`src/rtl/ris_pkg.sv`:
```
// Shared types and default geometry for the burst register-interface slave.
package ris_pkg;

  localparam int DEF_DATA_W    = 16;
  localparam int DEF_ADDR_W    = 8;
  localparam int DEF_LEN_W     = 4;
  localparam int DEF_REG_DEPTH = 256;

  typedef enum logic [2:0] {
    IDLE,
    CMD,
    DEC,
    XFER,
    DONE,
    ERR
  } state_e;

endpackage

```
`src/rtl/ris_addr_gen.sv`:
```
// Burst address generator: holds the latched base, length and beat index,
// and presents the register address for the current beat.
module ris_addr_gen #(
  parameter int ADDR_W = 8,
  parameter int LEN_W  = 4
) (
  input  logic              clk,
  input  logic              rst,
  input  logic              load_i,
  input  logic              advance_i,
  input  logic              xfer_i,
  input  logic [ADDR_W-1:0] base_i,
  input  logic [LEN_W-1:0]  len_i,
  output logic [ADDR_W-1:0] base_o,
  output logic [LEN_W-1:0]  len_o,
  output logic [ADDR_W-1:0] reg_addr_o,
  output logic              last_beat_o
);

  logic [ADDR_W-1:0] base_q;
  logic [LEN_W-1:0]  len_q;
  logic [LEN_W-1:0]  beat_q;

  // NOTE: sequential state uses non-blocking assignments so every register
  // samples pre-edge values regardless of statement order.
  always_ff @(posedge clk or negedge rst) begin
    if (!rst) begin
      base_q <= '0;
      len_q  <= '0;
      beat_q <= '0;
    end else if (load_i) begin
      base_q <= base_i;
      len_q  <= len_i;
      beat_q <= '0;
    end else if (advance_i) begin
      beat_q <= beat_q + LEN_W'(1);
    end
  end

  // The range check upstream guarantees base+beat never wraps.
  assign reg_addr_o  = xfer_i ? base_q + ADDR_W'(beat_q) : base_q;
  assign last_beat_o = (beat_q == len_q);
  assign base_o      = base_q;
  assign len_o       = len_q;

endmodule

```
`src/rtl/ris_burst.sv`:
```
// Burst-capable register interface slave: request FSM, range check and
// register-file strobe decode around the address generator.
module ris_burst
  import ris_pkg::*;
#(
  parameter int DATA_W    = DEF_DATA_W,
  parameter int ADDR_W    = DEF_ADDR_W,
  parameter int LEN_W     = DEF_LEN_W,
  parameter int REG_DEPTH = DEF_REG_DEPTH
) (
  input  logic              clk,
  input  logic              rst,
  input  logic              req,
  input  logic              cmd,
  input  logic [ADDR_W-1:0] addr,
  input  logic [LEN_W-1:0]  len,
  input  logic [DATA_W-1:0] data_from_RIM,
  input  logic              data_valid,
  input  logic [DATA_W-1:0] rd_from_reg,
  output logic              rdy,
  output logic [ADDR_W-1:0] reg_addr,
  output logic              wr_en,
  output logic              rd_en,
  output logic [DATA_W-1:0] wr_to_reg,
  output logic [DATA_W-1:0] rd_to_RIM,
  output logic              wr_cmd,
  output logic              wr_done,
  output logic              rd_done,
  output logic              err
);

  localparam logic [ADDR_W:0] DEPTH = (ADDR_W+1)'(REG_DEPTH);

  state_e            state_q, state_d;
  logic              cmd_q;
  logic [ADDR_W-1:0] base;
  logic [LEN_W-1:0]  len_lat;
  logic              last_beat;
  logic              advance;
  logic [ADDR_W:0]   end_addr;
  logic              range_err;

  always_ff @(posedge clk or negedge rst) begin
    if (!rst) begin
      state_q <= IDLE;
      cmd_q   <= 1'b0;
    end else begin
      state_q <= state_d;
      if (state_q == CMD) cmd_q <= cmd;
    end
  end

  // Extra MSB catches ranges that run past the top of the address space.
  assign end_addr  = {1'b0, base} + (ADDR_W+1)'(len_lat);
  assign range_err = (end_addr >= DEPTH);
  // Reads stream one beat per cycle; writes wait for each data beat.
  assign advance   = (state_q == XFER) && (!cmd_q || data_valid);

  // NOTE: every output of this block gets a default first, so no path
  // through the case can leave a signal unassigned and infer a latch.
  always_comb begin
    state_d = state_q;
    rdy     = 1'b0;
    wr_en   = 1'b0;
    rd_en   = 1'b0;
    wr_cmd  = 1'b0;
    wr_done = 1'b0;
    rd_done = 1'b0;
    err     = 1'b0;
    case (state_q)
      IDLE: if (req) state_d = CMD;
      CMD:  state_d = DEC;
      DEC: begin
        rdy     = 1'b1;
        wr_cmd  = cmd_q;
        state_d = range_err ? ERR : XFER;
      end
      XFER: begin
        rdy   = 1'b1;
        wr_en = cmd_q & data_valid;
        rd_en = ~cmd_q;
        if (advance && last_beat) state_d = DONE;
      end
      DONE: begin
        rdy     = 1'b1;
        wr_done = cmd_q;
        rd_done = ~cmd_q;
        state_d = IDLE;
      end
      ERR: begin
        rdy     = 1'b1;
        err     = 1'b1;
        state_d = IDLE;
      end
      default: state_d = IDLE;
    endcase
  end

  ris_addr_gen #(
    .ADDR_W(ADDR_W),
    .LEN_W (LEN_W)
  ) u_addr_gen (
    .clk        (clk),
    .rst        (rst),
    .load_i     (state_q == CMD),
    .advance_i  (advance),
    .xfer_i     (state_q == XFER),
    .base_i     (addr),
    .len_i      (len),
    .base_o     (base),
    .len_o      (len_lat),
    .reg_addr_o (reg_addr),
    .last_beat_o(last_beat)
  );

  assign wr_to_reg = data_from_RIM;
  assign rd_to_RIM = rd_from_reg;

endmodule

```
`config.mk`:
```
export PLATFORM = sky130hd
export DESIGN_NAME = ris_burst
export DESIGN_NICKNAME = d
export VERILOG_FILES = /design/src/rtl/ris_pkg.sv /design/src/rtl/ris_addr_gen.sv /design/src/rtl/ris_burst.sv
export SDC_FILE = /design/constraint.sdc
export NUM_CORES = 1
export LEC_CHECK = 0
export CAP_MARGIN = 25
export CORE_MARGIN = 2
export CORE_UTILIZATION = 34
export DETAILED_ROUTE_END_ITERATION = 8
export GPL_TIMING_DRIVEN = 0
export PLACE_DENSITY = 0.77
export SLEW_MARGIN = 5
export SYNTH_ARGS = -nofsm -noshare
export SYNTH_HDL_FRONTEND = slang
export SYNTH_SLANG_ARGS = --single-unit
```
`constraint.sdc`:
```
create_clock -name clk -period 2.05 [get_ports clk]
set_clock_uncertainty 0.05 [all_clocks]
set_input_delay 0.41 -clock clk [delete_from_list [all_inputs] [get_ports clk]]
set_output_delay 0.41 -clock clk [all_outputs]
set_load 0.01 [all_outputs]
```
==> summary.md, run 1 <==
| Metric | Value |
|---|---|
| Status | complete, but fails checks |
| Failing checks | setup timing |
| Area contributors post-synth | dfrtp_1, buf_4, ha_1 |
| Seq pwr share | 26.3% |
| Initial core utilization | 35.98% |
| Synth Instances | 159 |
| Static Leak | 1.164 nW |
| Chip width | 72.58 microns |
| DP Wirelength | 2.872 mm |
| Final #Nets | 306 |
| DP Area | 0.002300 sq mm |
| Congestion Overflow GR | 0 |
| Final setup TNS | -1100 ps |
| Largest net degree at the start of global routing | 21 |
| Comb pwr share | 63.5% |
| Share of the yosys chip area belonging to registers | 31.30% |
| Remaining DRCs | 0 |
| Wire per inst | 13.52 microns |
| Routed via count | 1385 |
| Relative slew margins | 69.80% |
| Initial antenna violation count | 0 |
| FF-to-FF setup slack | 430 ps |
| WL final | 4.015 mm |
| Row cnt | 24 |
| Cell accounting for the most synthesized area | dfrtp_1 |
| Post-synthesis cell type count | 39 |
| Critical Path AT | 1880 ps |
| Multi-input gate area in the final layout | 889.6 sq um |
| Fin. Hold Viols | 0 |
| Die Ht | 72.58 microns |
| Vias per inst | 4.663 |
| Initial DRC Count | 53 |
| Place WS | -585.9 ps |
| CTS H-tree depth | 1 |
| Vias in the first global route | 1262 |
| Gr usage total | 13.96% |
| Crit Path Class | flop to output pin |
| Largest fanout on the critical path | 2 |
| RSZ-0062 raised after global routing | yes |
| Final Max Tran Viols | 0 |
| Final period util | 114.1% |
| Sequential cell area | 511.7 sq um |
| Hold WS | 403.9 ps |
| Area Overhead vs Synth | 60.95% |
| Share of post-route cells with drive strength above 1 | 45.71% |
| Clk buf depth | 2 |
| Share of the synthesized area in the top cell type | 31.30% |
| Antenna Nets Post-Route | 0 |
| Worst Path Required | 1590 ps |
| First-pass GRT wire length | 5.754 mm |
| Worst r2r dst | state_q[2] |
| CTS buffer count | 3 |
| Cts hold-fix bufs | 0 |
| Synthesized flop and latch total | 20 |
| Die area | 0.005268 sq mm |
| Max Cap Viol | 0 |
| Port Buffer Count | 63 |
| Worst setup margin | -289.3 ps |
| Gpl congestion | 0.8122 |
| Switching Fraction | 40.29% |
| Worst Max-Slew Pin Slew | 451.6 ps |
| Setup crit end kind | output pin |
| Worst-path clk slew | 80 ps |
| Synth Cell Area | 0.001599 sq mm |
| Syn_area_per_cell | 10.06 sq um |
| # diodes | 0 |
| Fillers | 390 |
| Layout Cell Area excl Fill | 0.002574 sq mm |
| Later-pin clock latency in the skew report | 270 ps |
| Synth warn | 0 |
| Worst min-delay path class | input port to async pin |
| Net switching power | 1.226 mW |
| Syn nets | 219 |
| Peak Freq | 0.4275 GHz |
| Critical Path Start | u_addr_gen.beat_q[0] |
| VDD IR max | 0.5203 mV |
| CTS tree | done |
| Clk pwr share | 10.2% |
| CTS root buffer | clkbuf_8 |
| Pre-Repair DR Iteration Count | 4 |
| Top Ports | 96 |
| Placeable Area | 0.004444 sq mm |
| Reg2reg start | u_addr_gen.base_o[3] |
| PD cells | 1182 mW/mm^2 |
| Tmin final | 2339 ps |
| Reg2Reg Depth | 6 |
| CP Launch Type | flop |
| Setup violations, final | 6 |
| Pint | 1.816 mW |
| Clk sinks | 20 |
==> synthesized netlist by cell type <==
library cell and number:
buf_4 32, buf_6 3, nor4_1 1, nand3_2 1, a31oi_1 1, inv_1 5, and3b_1 1, a21oi_2 1
nand2b_1 1, a22oi_1 1, nor3_1 2, nor4b_1 2, o31ai_1 2, a21oi_1 4, inv_2 2, nor2b_1 3
nor2_1 8, and3_1 2, or2_1 1, nand3_1 4, dfrtp_1 20, xor2_1 7, mux2_4 6, xnor2_1 5
nand2_1 8, a31o_2 2, o21ai_1 1, a311oi_1 1, o221ai_1 1, buf_8 1, nand3b_1 1, nand2_4 1
mux2_2 7, nor3_2 2, ha_1 10, nor2_4 1, o21ai_0 5, o211ai_1 2, fa_1 1
==> layout by cell type, fill, tap and decap left out, drive strengths merged <==
| cell type | count |
|---|---|
| nor4b | 2 |
| nand2b | 1 |
| dlygate4sd2 | 6 |
| dfrtp | 20 |
| nand3 | 5 |
| and3 | 2 |
| o31ai | 2 |
| or2 | 1 |
| xnor2 | 5 |
| a21oi | 5 |
| a31oi | 1 |
| ha | 10 |
| o221ai | 1 |
| nor3 | 4 |
| and3b | 1 |
| xor2 | 7 |
| clkdlybuf4s50 | 49 |
| dlymetal6s2s | 1 |
| nand2 | 9 |
| fa | 1 |
| nor4 | 1 |
| nor2b | 3 |
| o21ai | 6 |
| nor2 | 9 |
| a31o | 2 |
| nand3b | 1 |
| mux2 | 13 |
| a311oi | 1 |
| buf | 62 |
| clkbuf | 4 |
| o211ai | 2 |
| a22oi | 1 |
| inv | 7 |
==> critical path, stage by stage, from the launching register on <==
cell	delay, ps
dfrtp_2	400
ha_4	140
inv_2	30
fa_2	340
nor2b_2	140
o21ai_2	90
a21oi_2	160
xor2_1	160
buf_2	150
==> layout make-up <==
cell class | count | area share, %
multi-input cells | 96 | 34.56
inverters | 7 | 1.021
well taps | 52 | 2.528
flip-flops and latches | 20 | 19.88
plain buffers | 36 | 11.23
clock buffers | 4 | 2.139
repair buffers | 82 | 28.63
==> how the worst max path moves through the flow <==
stage	to	slack (ps)
2_1_floorplan	reg_addr[4]	20
3_3_place_gp	reg_addr[6]	-570
3_5_place_dp	reg_addr[4]	-590
4_1_cts	reg_addr[4]	-310
5_1_grt	reg_addr[6]	-370
6_report	reg_addr[6]	-290
==> power by group through the flow <==
stage	combinational (mW)	sequential (mW)	clock (mW)
after floorplan	1.14	0.743	0
after global placement	1.63	0.808	0
after detailed placement	1.67	0.821	0
after CTS	1.80	0.809	0.314
after global routing	2.11	0.832	0.333
final	1.93	0.799	0.310
==> through the flow <==
step	std cells	utilization, %	total power [mW]
final	297	57.91	3.042
after global placement	274	51.75	2.438
after detailed placement	274	51.75	2.489
after CTS	287	55.29	2.921
after global routing	297	57.91	3.274
after floorplan	159	-	1.886
==> per-layer routing <==
layer	up-vias	GRT usage, %	part of all wire, %
met1	643	16.87	40
met3	7	2.348	6.5
li1	684	-	-
met4	0	3.498	1.2
met2	51	25.56	52
met5	-	0	0
==> cell families after synthesis <==
group / Yosys count / synth area share [%]
buf+inv: 43 / 19.72
fa+ha+maj: 11 / 9.077
compound gates: 21 / 8.607
flops: 20 / 31.30
mux: 13 / 10.56
xor+xnor: 12 / 6.573
simple gates: 39 / 14.16
==> flip-flops by register name (all words and copies together) (netlist names) <==
signal / cells
u_addr_gen.base_o: 8
u_addr_gen.beat_q: 4
u_addr_gen.len_o: 4
state_q: 3
cmd_q: 1
==> timing repair <==
item,in CTS,in global routing
pin swaps,12,11
gates resized for setup,54,9
setup endpoints to repair,14,9
buffers inserted,9,9
No activity file was read; power rests on OpenSTA's default activity.
==> run 2, diff against run 1 <==
PLACE_DENSITY = not set   (was 0.77)
PLACE_DENSITY_LB_ADDON = 0.2   (was not set)
RECOVER_POWER = 100   (was not set)
==> run 2 against run 1 <==
Effect of this change: the run still ends with setup timing left; final cell count fell by 1.3%; sequential share of layout area rose by 0.61 points; combinational power fell by 8%.
==> summary.md, run 2 (synthesis gave the netlist of run 1 again) <==
| Metric | Value |
|---|---|
| Status | complete, but fails checks |
| Failing checks | setup timing |
| Peak Freq | 0.4341 GHz (+1.5%) |
| Pint | 1.730 mW (-4.7%) |
| Vias in the first global route | 1343 (+6.4%) |
| Most common cell after layout, fill and taps aside | buf_4 |
| Row cnt | 24 (unchanged) |
| Share of post-route cells with drive strength above 1 | 39.83% (-5.9 points) |
| PD cells | 1161 mW/mm^2 (-1.8%) |
| Port Buffer Count | 63 (unchanged) |
| Layout Cell Area excl Fill | 0.002472 sq mm (-3.9%) |
| Reg2reg start | state_q[1] |
| Later-pin clock latency in the skew report | 250 ps (-20 ps) |
| Comb pwr share | 62.2% (-1.3 points) |
| CTS root buffer | clkbuf_8 |
| Routed via count | 1382 (-0.22%) |
| WL final | 3.709 mm (-7.6%) |
| Initial core utilization | 35.98% (unchanged) |
| Vias per inst | 4.717 (+1.1%) |
| Pre-Repair DR Iteration Count | 4 (unchanged) |
| RSZ-0062 raised after global routing | yes |
| Chip width | 72.58 microns (unchanged) |
| Critical Path AT | 1840 ps (-40 ps) |
| Largest fanout on the critical path | 2 (unchanged) |
| CP Launch Type | flop |
| Crit Path Class | flop to output pin |
| Worst setup margin | -253.7 ps (+35.60 ps) |
| Congestion Overflow GR | 0 (unchanged) |
| Largest net degree at the start of global routing | 21 (unchanged) |
| Relative slew margins | 38.88% (-31 points) |
| Power Total | 2.871 mW (-5.6%) |
| Gpl congestion | 0.7754 (-4.5%) |
| Worst Max-Slew Pin Slew | 913.8 ps (+462.2 ps) |
| Worst Hold Depth | 1 |
| Placed cells | 274 (unchanged) |
| Final #Nets | 302 (-1.3%) |
| CTS tree | done |
| Gr usage total | 14.02% (+0.061 points) |
| Fillers | 404 (+3.6%) |
| VDD IR max | 0.6046 mV (+16%) |
| Worst Path Required | 1590 ps (about the same) |
| Initial DRC Count | 28 (-47%) |
| Die area | 0.005268 sq mm (unchanged) |
| Clk pwr share | 10.2% (about the same) |
| Seq pwr share | 27.6% (+1.3 points) |
| Final period util | 112.4% (-1.7 points) |
| FF-to-FF setup slack | -40 ps (-470 ps) |
| Clk buf depth | 2 (unchanged) |
| Worst r2r dst | u_addr_gen.base_o[0] |
| Static Leak | 1.128 nW (-3.1%) |
| Net switching power | 1.140 mW (-7.0%) |
| DP Area | 0.002300 sq mm (unchanged) |
| Area Overhead vs Synth | 54.62% |
| Final Max Tran Viols | 0 (unchanged) |
| Fin. Hold Viols | 0 (unchanged) |
| Worst min-delay path class | flop to flop |
| # diodes | 0 (unchanged) |
| Initial antenna violation count | 0 (unchanged) |
| Worst-path clk slew | 70 ps (about the same) |
| Top Ports | 96 (unchanged) |
| DP Wirelength | 2.804 mm (-2.4%) |
| Wire per inst | 12.66 microns (-6.4%) |
| Hold WS | 515.1 ps (+111.2 ps) |
| Switching Fraction | 39.72% (-0.58 points) |
| Tmin final | 2304 ps (-35.60 ps) |
| Fin cells | 293 (-1.3%) |
| Reg2Reg Depth | 5 (-1) |
| Setup violations, final | 12 (+6) |
| Remaining DRCs | 0 (unchanged) |
| Clk sinks | 20 (unchanged) |
| Antenna Nets Post-Route | 0 (unchanged) |
| CTS H-tree depth | 1 (unchanged) |
| Placeable Area | 0.004444 sq mm (unchanged) |
| Hold EP | u_addr_gen.base_o[6] |
| Die Ht | 72.58 microns (unchanged) |
| First-pass GRT wire length | 5.920 mm (+2.9%) |
| Max Cap Viol | 0 (unchanged) |
| CTS buffer count | 3 (unchanged) |
| Hold path start | u_addr_gen.base_o[6] |
| Most frequent cells in the layout | buf_4, dlygate4sd3_1, clkdlybuf4s50_1 |
| Setup crit end kind | output pin |
| Place WS | -587.2 ps (-1.224 ps) |
| Max FFs per register | 8 (unchanged) |
==> run 2: changes by cell type in the layout (fill, tap and decap cells not counted), moves of 2 or more <==
cell,before,now
o21ai_2,1,3
buf_4,50,44
dlygate4sd3_1,0,34
dfrtp_1,11,15
nor3_1,1,4
clkdlybuf4s50_1,49,16
clkbuf_1,0,2
dfrtp_2,9,5
nor3_2,3,0
==> run 2: per-layer routing <==
| layer | track usage, % | part of all wire, % |
|---|---|---|
| met5 | 0 | 0 |
| met3 | 1.934 | 7.7 |
| met2 | 24.55 | 48 |
| met1 | 17.76 | 42 |
| met4 | 4.527 | 1.5 |
==> run 2: worst max path at each step <==
stage                                    start          end  cells after the start
after global placement    u_addr_gen.beat_q[0]  reg_addr[4]                      8
after detailed placement  u_addr_gen.beat_q[0]  reg_addr[4]                      8
after floorplan           u_addr_gen.beat_q[0]  reg_addr[4]                      7
final                     u_addr_gen.beat_q[0]  reg_addr[2]                      8
after global routing      u_addr_gen.beat_q[0]  reg_addr[4]                      8
after CTS                 u_addr_gen.base_o[0]  reg_addr[4]                      8
==> run 2: critical path, cell delays in order (launching register included) <==
cell and delay (ps):
dfrtp_2 400, ha_4 140, inv_2 30, fa_2 350
buf_4 150, buf_6 100, xor2_1 150, o21ai_1 120
buf_2 140
==> run 2: layout make-up <==
| type | instances | area (sq um) | area share, % |
|---|---|---|---|
| Tap cell | 52 | 65.06 | 2.632 |
| Buffer | 36 | 275.3 | 11.13 |
| Clock buffer | 4 | 55.05 | 2.227 |
| Multi-Input combinational cell | 96 | 847.1 | 34.26 |
| Sequential cell | 20 | 506.7 | 20.50 |
| Inverter | 7 | 26.28 | 1.063 |
| Timing Repair Buffer | 78 | 696.9 | 28.19 |
==> run 2: stage by stage <==
step | setup TNS [ps] | utilization, %
after global placement | -3289 | 51.75
after detailed placement | -3202 | 51.75
after floorplan | 0 | -
final | -1443 | 55.63
after global routing | -2925 | 55.63
after CTS | -1381 | 55.91
==> run 2: power groups by stage <==
stage,combinational (mW),sequential [mW],clock [mW]
3_5_place_dp,1.68,0.807,0
4_1_cts,1.82,0.801,0.307
5_1_grt,1.98,0.820,0.325
6_report,1.78,0.792,0.294
2_1_floorplan,1.14,0.743,0
3_3_place_gp,1.66,0.805,0
==> run 2: repair_timing <==
action                     in CTS  in global routing
hold buffers                    0                  0
resized for setup              55                  2
setup endpoints to repair      14                  8
setup buffers                  12                  4
pin swaps                      15                  9
hold endpoints to repair        0                  0
